[src/rtl/fetch_sequencer_pkg.sv]
// fetch_sequencer_pkg
//   Shared definitions for the fetch stage and the instruction decoder:
//   bus widths, the HALT opcode, the fetch FSM state encoding and an
//   opcode helper.
//   No ports (package).
package fetch_sequencer_pkg;

    localparam int ADDR_W          = 8;
    localparam int INSTR_W         = 16;
    localparam int DEF_MEM_TIMEOUT = 15;

    localparam logic [3:0] OPC_HALT = 4'b1111;

    typedef enum logic [2:0] {
        ST_IDLE  = 3'd0,
        ST_FETCH = 3'd1,
        ST_WAIT  = 3'd2,
        ST_LOAD  = 3'd3,
        ST_EXEC  = 3'd4,
        ST_HALT  = 3'd5
    } state_t;

    function automatic logic is_halt(input logic [INSTR_W-1:0] instr);
        return instr[INSTR_W-1 -: 4] == OPC_HALT;
    endfunction

endpackage

[src/rtl/fetch_sequencer_if.sv]
// fetch_sequencer_if
//   Groups the fetch stage's memory handshake, decoder handoff, execution
//   feedback and status signals.
//   master : the fetch sequencer (drives mem_rd/mem_addr, instruction/IRin,
//            pc, retired, halted, fault)
//   slave  : the surrounding system (drives run, mem_rdata/mem_valid,
//            exec_done, branch_en, branch_target)
interface fetch_sequencer_if;
    import fetch_sequencer_pkg::*;

    logic               run;
    logic               mem_rd;
    logic [ADDR_W-1:0]  mem_addr;
    logic [INSTR_W-1:0] mem_rdata;
    logic               mem_valid;
    logic [INSTR_W-1:0] instruction;
    logic               IRin;
    logic               exec_done;
    logic               branch_en;
    logic [ADDR_W-1:0]  branch_target;
    logic [ADDR_W-1:0]  pc;
    logic [15:0]        retired;
    logic               halted;
    logic               fault;

    modport master (
        input  run, mem_rdata, mem_valid, exec_done, branch_en, branch_target,
        output mem_rd, mem_addr, instruction, IRin, pc, retired, halted, fault
    );

    modport slave (
        output run, mem_rdata, mem_valid, exec_done, branch_en, branch_target,
        input  mem_rd, mem_addr, instruction, IRin, pc, retired, halted, fault
    );

endinterface

[src/rtl/fetch_sequencer_pc_unit.sv]
// fetch_sequencer_pc_unit
//   Program counter register with sequential/branch next-address select.
//   clk, rst_n     : clock, async active-low reset (pc -> 0)
//   advance        : one-cycle strobe when the current instruction retires
//   branch_en      : selects branch_target instead of pc+1 on advance
//   branch_target  : branch destination
//   pc             : current program counter
module fetch_sequencer_pc_unit
    import fetch_sequencer_pkg::*;
(
    input  logic              clk,
    input  logic              rst_n,
    input  logic              advance,
    input  logic              branch_en,
    input  logic [ADDR_W-1:0] branch_target,
    output logic [ADDR_W-1:0] pc
);

    // pc + 1 is kept at ADDR_W bits so the top address wraps to zero.
    always_ff @(posedge clk or negedge rst_n) begin
        if (!rst_n) begin
            pc <= '0;
        end else if (advance) begin
            pc <= branch_en ? branch_target : pc + 1'b1;
        end
    end

endmodule

[src/rtl/fetch_sequencer.sv]
// fetch_sequencer
//   Instruction-fetch stage: reads words from program memory at pc,
//   hands each one to the decoder with a one-cycle IRin strobe, waits for
//   the execution stage, then advances pc and fetches again.
//   clk, rst_n : clock, async active-low reset
//   bus        : fetch_sequencer_if master modport (memory handshake,
//                decoder handoff, exec feedback, status)
//
//   state | meaning
//   IDLE  | quiet; leaves when run=1
//   FETCH | one-cycle mem_rd at pc; reloads the memory timeout timer
//   WAIT  | waiting for mem_valid; fault after MEM_TIMEOUT cycles
//   LOAD  | one-cycle IRin; HALT opcode stops here
//   EXEC  | waiting for exec_done; retires and advances pc
//   HALT  | halted=1; leaves only through reset
module fetch_sequencer
    import fetch_sequencer_pkg::*;
#(
    parameter int MEM_TIMEOUT = DEF_MEM_TIMEOUT
) (
    input  logic               clk,
    input  logic               rst_n,
    fetch_sequencer_if.master  bus
);

    localparam int TMR_W = $clog2(MEM_TIMEOUT + 1);

    state_t             state;
    state_t             state_nxt;
    logic [TMR_W-1:0]   tmr;
    logic [INSTR_W-1:0] instr_q;
    logic [15:0]        retired_q;
    logic               fault_q;
    logic [ADDR_W-1:0]  pc;
    logic               load_instr;
    logic               set_fault;
    logic               retire;

    always_ff @(posedge clk or negedge rst_n) begin
        if (!rst_n) begin
            state <= ST_IDLE;
        end else begin
            state <= state_nxt;
        end
    end

    always_comb begin
        state_nxt  = state;
        load_instr = 1'b0;
        set_fault  = 1'b0;
        retire     = 1'b0;
        case (state)
            ST_IDLE: begin
                if (bus.run) state_nxt = ST_FETCH;
            end
            ST_FETCH: begin
                state_nxt = ST_WAIT;
            end
            ST_WAIT: begin
                if (bus.mem_valid) begin
                    load_instr = 1'b1;
                    state_nxt  = ST_LOAD;
                end else if (tmr == '0) begin
                    set_fault = 1'b1;
                    state_nxt = ST_HALT;
                end
            end
            ST_LOAD: begin
                state_nxt = is_halt(instr_q) ? ST_HALT : ST_EXEC;
            end
            ST_EXEC: begin
                if (bus.exec_done) begin
                    retire    = 1'b1;
                    state_nxt = bus.run ? ST_FETCH : ST_IDLE;
                end
            end
            ST_HALT: begin
                state_nxt = ST_HALT;
            end
            default: begin
                state_nxt = ST_IDLE;
            end
        endcase
    end

    // The timer counts down from MEM_TIMEOUT-1 so that its zero value marks
    // the last WAIT cycle in which mem_valid is still accepted.
    always_ff @(posedge clk or negedge rst_n) begin
        if (!rst_n) begin
            tmr       <= '0;
            instr_q   <= '0;
            retired_q <= '0;
            fault_q   <= 1'b0;
        end else begin
            if (state == ST_FETCH) begin
                tmr <= TMR_W'(MEM_TIMEOUT - 1);
            end else if (state == ST_WAIT && tmr != '0) begin
                tmr <= tmr - 1'b1;
            end
            if (load_instr) instr_q <= bus.mem_rdata;
            if (set_fault) fault_q <= 1'b1;
            if (retire && retired_q != 16'hFFFF) retired_q <= retired_q + 1'b1;
        end
    end

    fetch_sequencer_pc_unit u_pc (
        .clk           (clk),
        .rst_n         (rst_n),
        .advance       (retire),
        .branch_en     (bus.branch_en),
        .branch_target (bus.branch_target),
        .pc            (pc)
    );

    assign bus.mem_rd      = (state == ST_FETCH);
    assign bus.mem_addr    = pc;
    assign bus.IRin        = (state == ST_LOAD);
    assign bus.instruction = instr_q;
    assign bus.pc          = pc;
    assign bus.retired     = retired_q;
    assign bus.halted      = (state == ST_HALT);
    assign bus.fault       = fault_q;

endmodule

[src/flat_wrapper.sv]
// flat-port wrapper written by rule: the top's interface ports become plain ports
module fetch_sequencer_flat import fetch_sequencer_pkg::*;
#(
    parameter int MEM_TIMEOUT = DEF_MEM_TIMEOUT
)
  (clk, rst_n, bus_run, bus_mem_rdata, bus_mem_valid, bus_exec_done, bus_branch_en, bus_branch_target, bus_mem_rd, bus_mem_addr, bus_instruction, bus_IRin, bus_pc, bus_retired, bus_halted, bus_fault);
  fetch_sequencer_if bus_i ();
  input  logic clk;
  input  logic rst_n;
  input wire logic [$bits(bus_i.run)-1:0] bus_run;
  input wire logic [$bits(bus_i.mem_rdata)-1:0] bus_mem_rdata;
  input wire logic [$bits(bus_i.mem_valid)-1:0] bus_mem_valid;
  input wire logic [$bits(bus_i.exec_done)-1:0] bus_exec_done;
  input wire logic [$bits(bus_i.branch_en)-1:0] bus_branch_en;
  input wire logic [$bits(bus_i.branch_target)-1:0] bus_branch_target;
  output wire logic [$bits(bus_i.mem_rd)-1:0] bus_mem_rd;
  output wire logic [$bits(bus_i.mem_addr)-1:0] bus_mem_addr;
  output wire logic [$bits(bus_i.instruction)-1:0] bus_instruction;
  output wire logic [$bits(bus_i.IRin)-1:0] bus_IRin;
  output wire logic [$bits(bus_i.pc)-1:0] bus_pc;
  output wire logic [$bits(bus_i.retired)-1:0] bus_retired;
  output wire logic [$bits(bus_i.halted)-1:0] bus_halted;
  output wire logic [$bits(bus_i.fault)-1:0] bus_fault;
  assign bus_i.run = bus_run;
  assign bus_i.mem_rdata = bus_mem_rdata;
  assign bus_i.mem_valid = bus_mem_valid;
  assign bus_i.exec_done = bus_exec_done;
  assign bus_i.branch_en = bus_branch_en;
  assign bus_i.branch_target = bus_branch_target;
  assign bus_mem_rd = bus_i.mem_rd;
  assign bus_mem_addr = bus_i.mem_addr;
  assign bus_instruction = bus_i.instruction;
  assign bus_IRin = bus_i.IRin;
  assign bus_pc = bus_i.pc;
  assign bus_retired = bus_i.retired;
  assign bus_halted = bus_i.halted;
  assign bus_fault = bus_i.fault;
  fetch_sequencer #(.MEM_TIMEOUT(MEM_TIMEOUT)) u_core (.clk(clk), .rst_n(rst_n), .bus(bus_i));
endmodule
[config.mk]
export PLATFORM = sky130hd
export DESIGN_NAME = fetch_sequencer_flat
export DESIGN_NICKNAME = d
export VERILOG_FILES = /design/src/rtl/fetch_sequencer_pkg.sv /design/src/rtl/fetch_sequencer_if.sv /design/src/rtl/fetch_sequencer_pc_unit.sv /design/src/rtl/fetch_sequencer.sv /design/src/flat_wrapper.sv
export SDC_FILE = /design/constraint.sdc
export NUM_CORES = 1
export LEC_CHECK = 0
export ABC_CLOCK_PERIOD_IN_PS = 1800
export CAP_MARGIN = 15
export CELL_PAD_IN_SITES_DETAIL_PLACEMENT = 1
export CELL_PAD_IN_SITES_GLOBAL_PLACEMENT = 2
export CORE_MARGIN = 1.5
export CORE_UTILIZATION = 25
export CTS_BUF_LIST = sky130_fd_sc_hd__clkbuf_16
export CTS_CLUSTER_SIZE = 40
export DETAILED_ROUTE_END_ITERATION = 6
export GPL_TIMING_DRIVEN = 0
export HOLD_SLACK_MARGIN = 0.06
export PLACE_DENSITY = 0.73
export SYNTH_ARGS = -nofsm -noshare
export SYNTH_HDL_FRONTEND = slang
export SYNTH_SLANG_ARGS = --single-unit
[constraint.sdc]
create_clock -name clk -period 1.8 [get_ports clk]
set_clock_uncertainty 0.15 [all_clocks]
set_input_delay 0.45 -clock clk [delete_from_list [all_inputs] [get_ports clk]]
set_output_delay 0.45 -clock clk [all_outputs]
set_load 0.01 [all_outputs]
==> impl_metrics.yaml, run 1 <==
timing:
  hold_viol_final: 0
  fmax_ghz: 0.551
  timing.final.max_slew_violations: 0
  setup_slack_ns: -0.0146
  setup_violations: 1
  timing.final.crit_share_pct: 101
  slew_headroom_pct: 61.2
  finalCriticalPeriod_ns: 1.81
  rsz0062_at_grt: "true"
  tns_ns: -0.0146
  tightest_slew_ns: 0.582
clock_tree:
  htree_num_levels: 2
  clock-sinks: 48
  cts_tree: "yes"
  cts_buffer_depth: 2
  clkTransAtPathRegs_ns: 0.07
  worstSkewPairLatency_ns: 0.29
  cts-root-buf: "clkbuf_16"
  numCtsBuffers: 5
worst_setup_path:
  crit_slowest_cell: "dfrtp_2"
  crit_path_frequent_cell: "nand2b_4"
  end_kind: "output port"
  reg2reg_from: "u_core.state[1]"
  cp_max_fo: 6
  required_ns: 1.20
  path_class: "reg -> out"
  max_stage_delay_ns: 0.45
  crit_chain: "nand2b_4, nand2b_4, inv_4, buf_6"
  critPathLaunch: "u_core.state[2]"
  cp_data_arrival_time_ns: 1.21
  cp-start-kind: "flip-flop"
global_route:
  grt_use_total_pct: 13.9
  grt_max_degree: 27
  grt_pass1_wl_um: 11100
  grt_pass1_vias: 2256
  antenna_found_initial: 0
  grt.overflow.total: 0
power:
  ir_drop_v: 0.000490
  power_density_nw_per_um2: 1360
  power.leakage_nw: 2.05
logic_synthesis:
  synthArstFlopShare_pct: 100
  synth_edf_count: 0
  ys_warn_count: 0
  netlist_instances: 223
  ys_seq_elements: 48
  yosys.cell_types.count: 43
  ys_seq_area_share_pct: 50.0
  synthFlopType: "dfrtp_1"
  synth.net_count: 256
  syn_avg_cell_area_sq_um: 10.8
  syn_area_sq_um: 2400
floorplanning:
  die_area_sq_um: 10200
  initial_core_util_pct: 25.9
  fp.dieH_um: 101
  die_w_um: 101
  rows: 35
  core-area_sq_um: 9280
  pin_count: 82
final_layout:
  fin_nets: 381
  antenna_cells: 0
  area_growth_pct: 69.8
  final_core_util_pct: 43.9
  multiInputGateArea_sq_um: 1220
  nFillCells: 1065
  regArea_sq_um: 1220
  drive_above_1_share_pct: 35.2
drt:
  totalWireLength_um: 6820
  wire_per_inst_um: 14.3
  vias: 2166
  drtAntennaViolNets: 0
  drc_errors: 0
  drt_iter0_drc: 36
  drtPass1Iterations: 3
  routed_via_density: 4.53
status:
  violations: "negative setup slack"
  outcome: "finished, violations left"
placed_design:
  portBuffers: 81
  place.gp.congestion: 0.717
  dp_hpwl_um: 4670
worst_hold_path:
  hold_path.startpoint: "u_core.bus.fault"
  hp-class: "reg -> reg"
job:
  drv_cap: 0
cells by family after synthesis:
group / after synthesis / synth area share, %
AND/OR/NAND/NOR: 84 / 20.3
flip-flops: 48 / 50.0
AO/OA/AOI/OAI: 32 / 8.65
buffers and inverters: 23 / 5.42
multiplexers: 19 / 8.96
XOR/XNOR: 14 / 5.11
adder cells (fa/ha/maj): 3 / 1.56
timing repair:
item,4_1_cts,5_1_grt
hold buffers,1,0
buffers inserted,28,8
gates cloned,0,0
hold endpoints to repair,22,0
gates resized for setup,81,39
setup endpoints to repair,77,47
pin swaps,7,12
power breakdown:
part | total (mW) | internal [mW] | switching [mW]
combinational | 2.43 | 1.42 | 1.02
sequential | 1.77 | 1.46 | 0.305
clock | 1.35 | 0.937 | 0.415
total | 5.55 | 3.82 | 1.74
cell type report:
cell class	count	share of cell area [%]
flip-flops and latches	48	30.0
multi-input cells	152	29.9
repair buffers	119	27.6
well taps	129	3.96
clock buffers	5	3.07
plain buffers	14	2.45
clock inverters	3	2.21
inverters	8	0.859
cell usage after synthesis (all sizes together) (2+ instances only):
| library cell | n | area (sq um) |
|---|---|---|
| buf | 12 | 88.8 |
| a31oi | 4 | 25.0 |
| mux2 | 17 | 195 |
| dfrtp | 48 | 1200 |
| o21ai | 11 | 55.1 |
| o41ai | 2 | 17.5 |
| nand2 | 15 | 56.3 |
| nand3 | 9 | 45.0 |
| nand4 | 7 | 56.3 |
| o31ai | 2 | 15.0 |
| inv | 8 | 30.0 |
| nand2b | 3 | 18.8 |
| ha | 3 | 37.5 |
| xnor2 | 2 | 17.5 |
| and3 | 6 | 37.5 |
| a21oi | 6 | 30.0 |
| nor3 | 14 | 80.1 |
| clkbuf | 3 | 11.3 |
| and4 | 2 | 17.5 |
| mux2i | 2 | 20.0 |
| nor2b | 2 | 12.5 |
| xor2 | 12 | 105 |
| o22a | 2 | 17.5 |
| nor3b | 3 | 32.5 |
| nor2 | 17 | 66.3 |
layout by cell type (no fill, tap or decap), types with 9 or more instances in the layout:
cell,n
nand2_1,14
dlymetal6s2s_1,16
dfrtp_1,31
o21ai_0,9
nor2_1,11
xor2_1,12
buf_4,41
mux2_2,16
dfrtp_2,17
clkdlybuf4s50_1,29
dlygate4sd2_1,32
through the flow:
step                std cells  power, mW  setup WS [ns]  hold WS, ns  instance area, sq um
global route              478       5.91        -0.0537        0.378                  4080
global placement          433       3.86          -1.52        0.306                  3380
CTS                       470       5.56        -0.0430        0.328                  3890
detailed placement        434       3.92         -0.563        0.313                  3390
floorplan                 223       2.77         0.0384      0.00441                  2410
finish                    478       5.55        -0.0146        0.313                  4080
state kept, by name, indices dropped and copies added (netlist names):
register                flops
u_core.tmr                  4
u_core.bus.retired         16
u_core.state                3
u_core.bus.fault            1
u_core.u_pc.pc              8
u_core.bus.instruction     16
critical path, delay by kind of cell, from the launching register on:
family                 cells  cell delay [ns]
buffers and inverters      2             0.15
DFF                        1             0.45
and+or+nand+nor            2             0.32
path summary, 6_finish.rpt:
path / slack (ns) / cells after the start / endpoint
setup / recovery: -0.01 / 4 / bus_mem_rd
max in group asynchronous: 0.39 / 3 / u_core.bus.retired[4]
hold / removal: 0.31 / 2 / u_core.bus.fault
setup reg to reg: 0.05 / 6 / u_core.bus.retired[13]
hold reg to reg: 0.31 / 2 / u_core.bus.fault
min in group asynchronous: 0.54 / 2 / u_core.u_pc.pc[0]
routing by layer:
layer	part of all wire [%]	wire length [um]	track usage, %	vias up
li1	-	-	-	1043
met1	44	3030	17.3	1066
met2	50	3400	24.4	50
met3	4.8	324	3.33	7
met4	0.87	59	3.21	0
met5	0	0	0	-
Note: power is estimated with default switching activity, not from simulation.
==> inputs of run 2 (changes only) <==
--- a/config.mk
+++ b/config.mk
@@ -12,6 +12,7 @@
 export CORE_MARGIN = 1.5
 export CORE_UTILIZATION = 25
 export CTS_BUF_LIST = sky130_fd_sc_hd__clkbuf_16
+export CTS_CLUSTER_DIAMETER = 150
 export CTS_CLUSTER_SIZE = 40
 export DETAILED_ROUTE_END_ITERATION = 6
 export GPL_TIMING_DRIVEN = 0
==> results of run 2 <==
The final DEF is identical to that of run 1; final timing and power are the same.
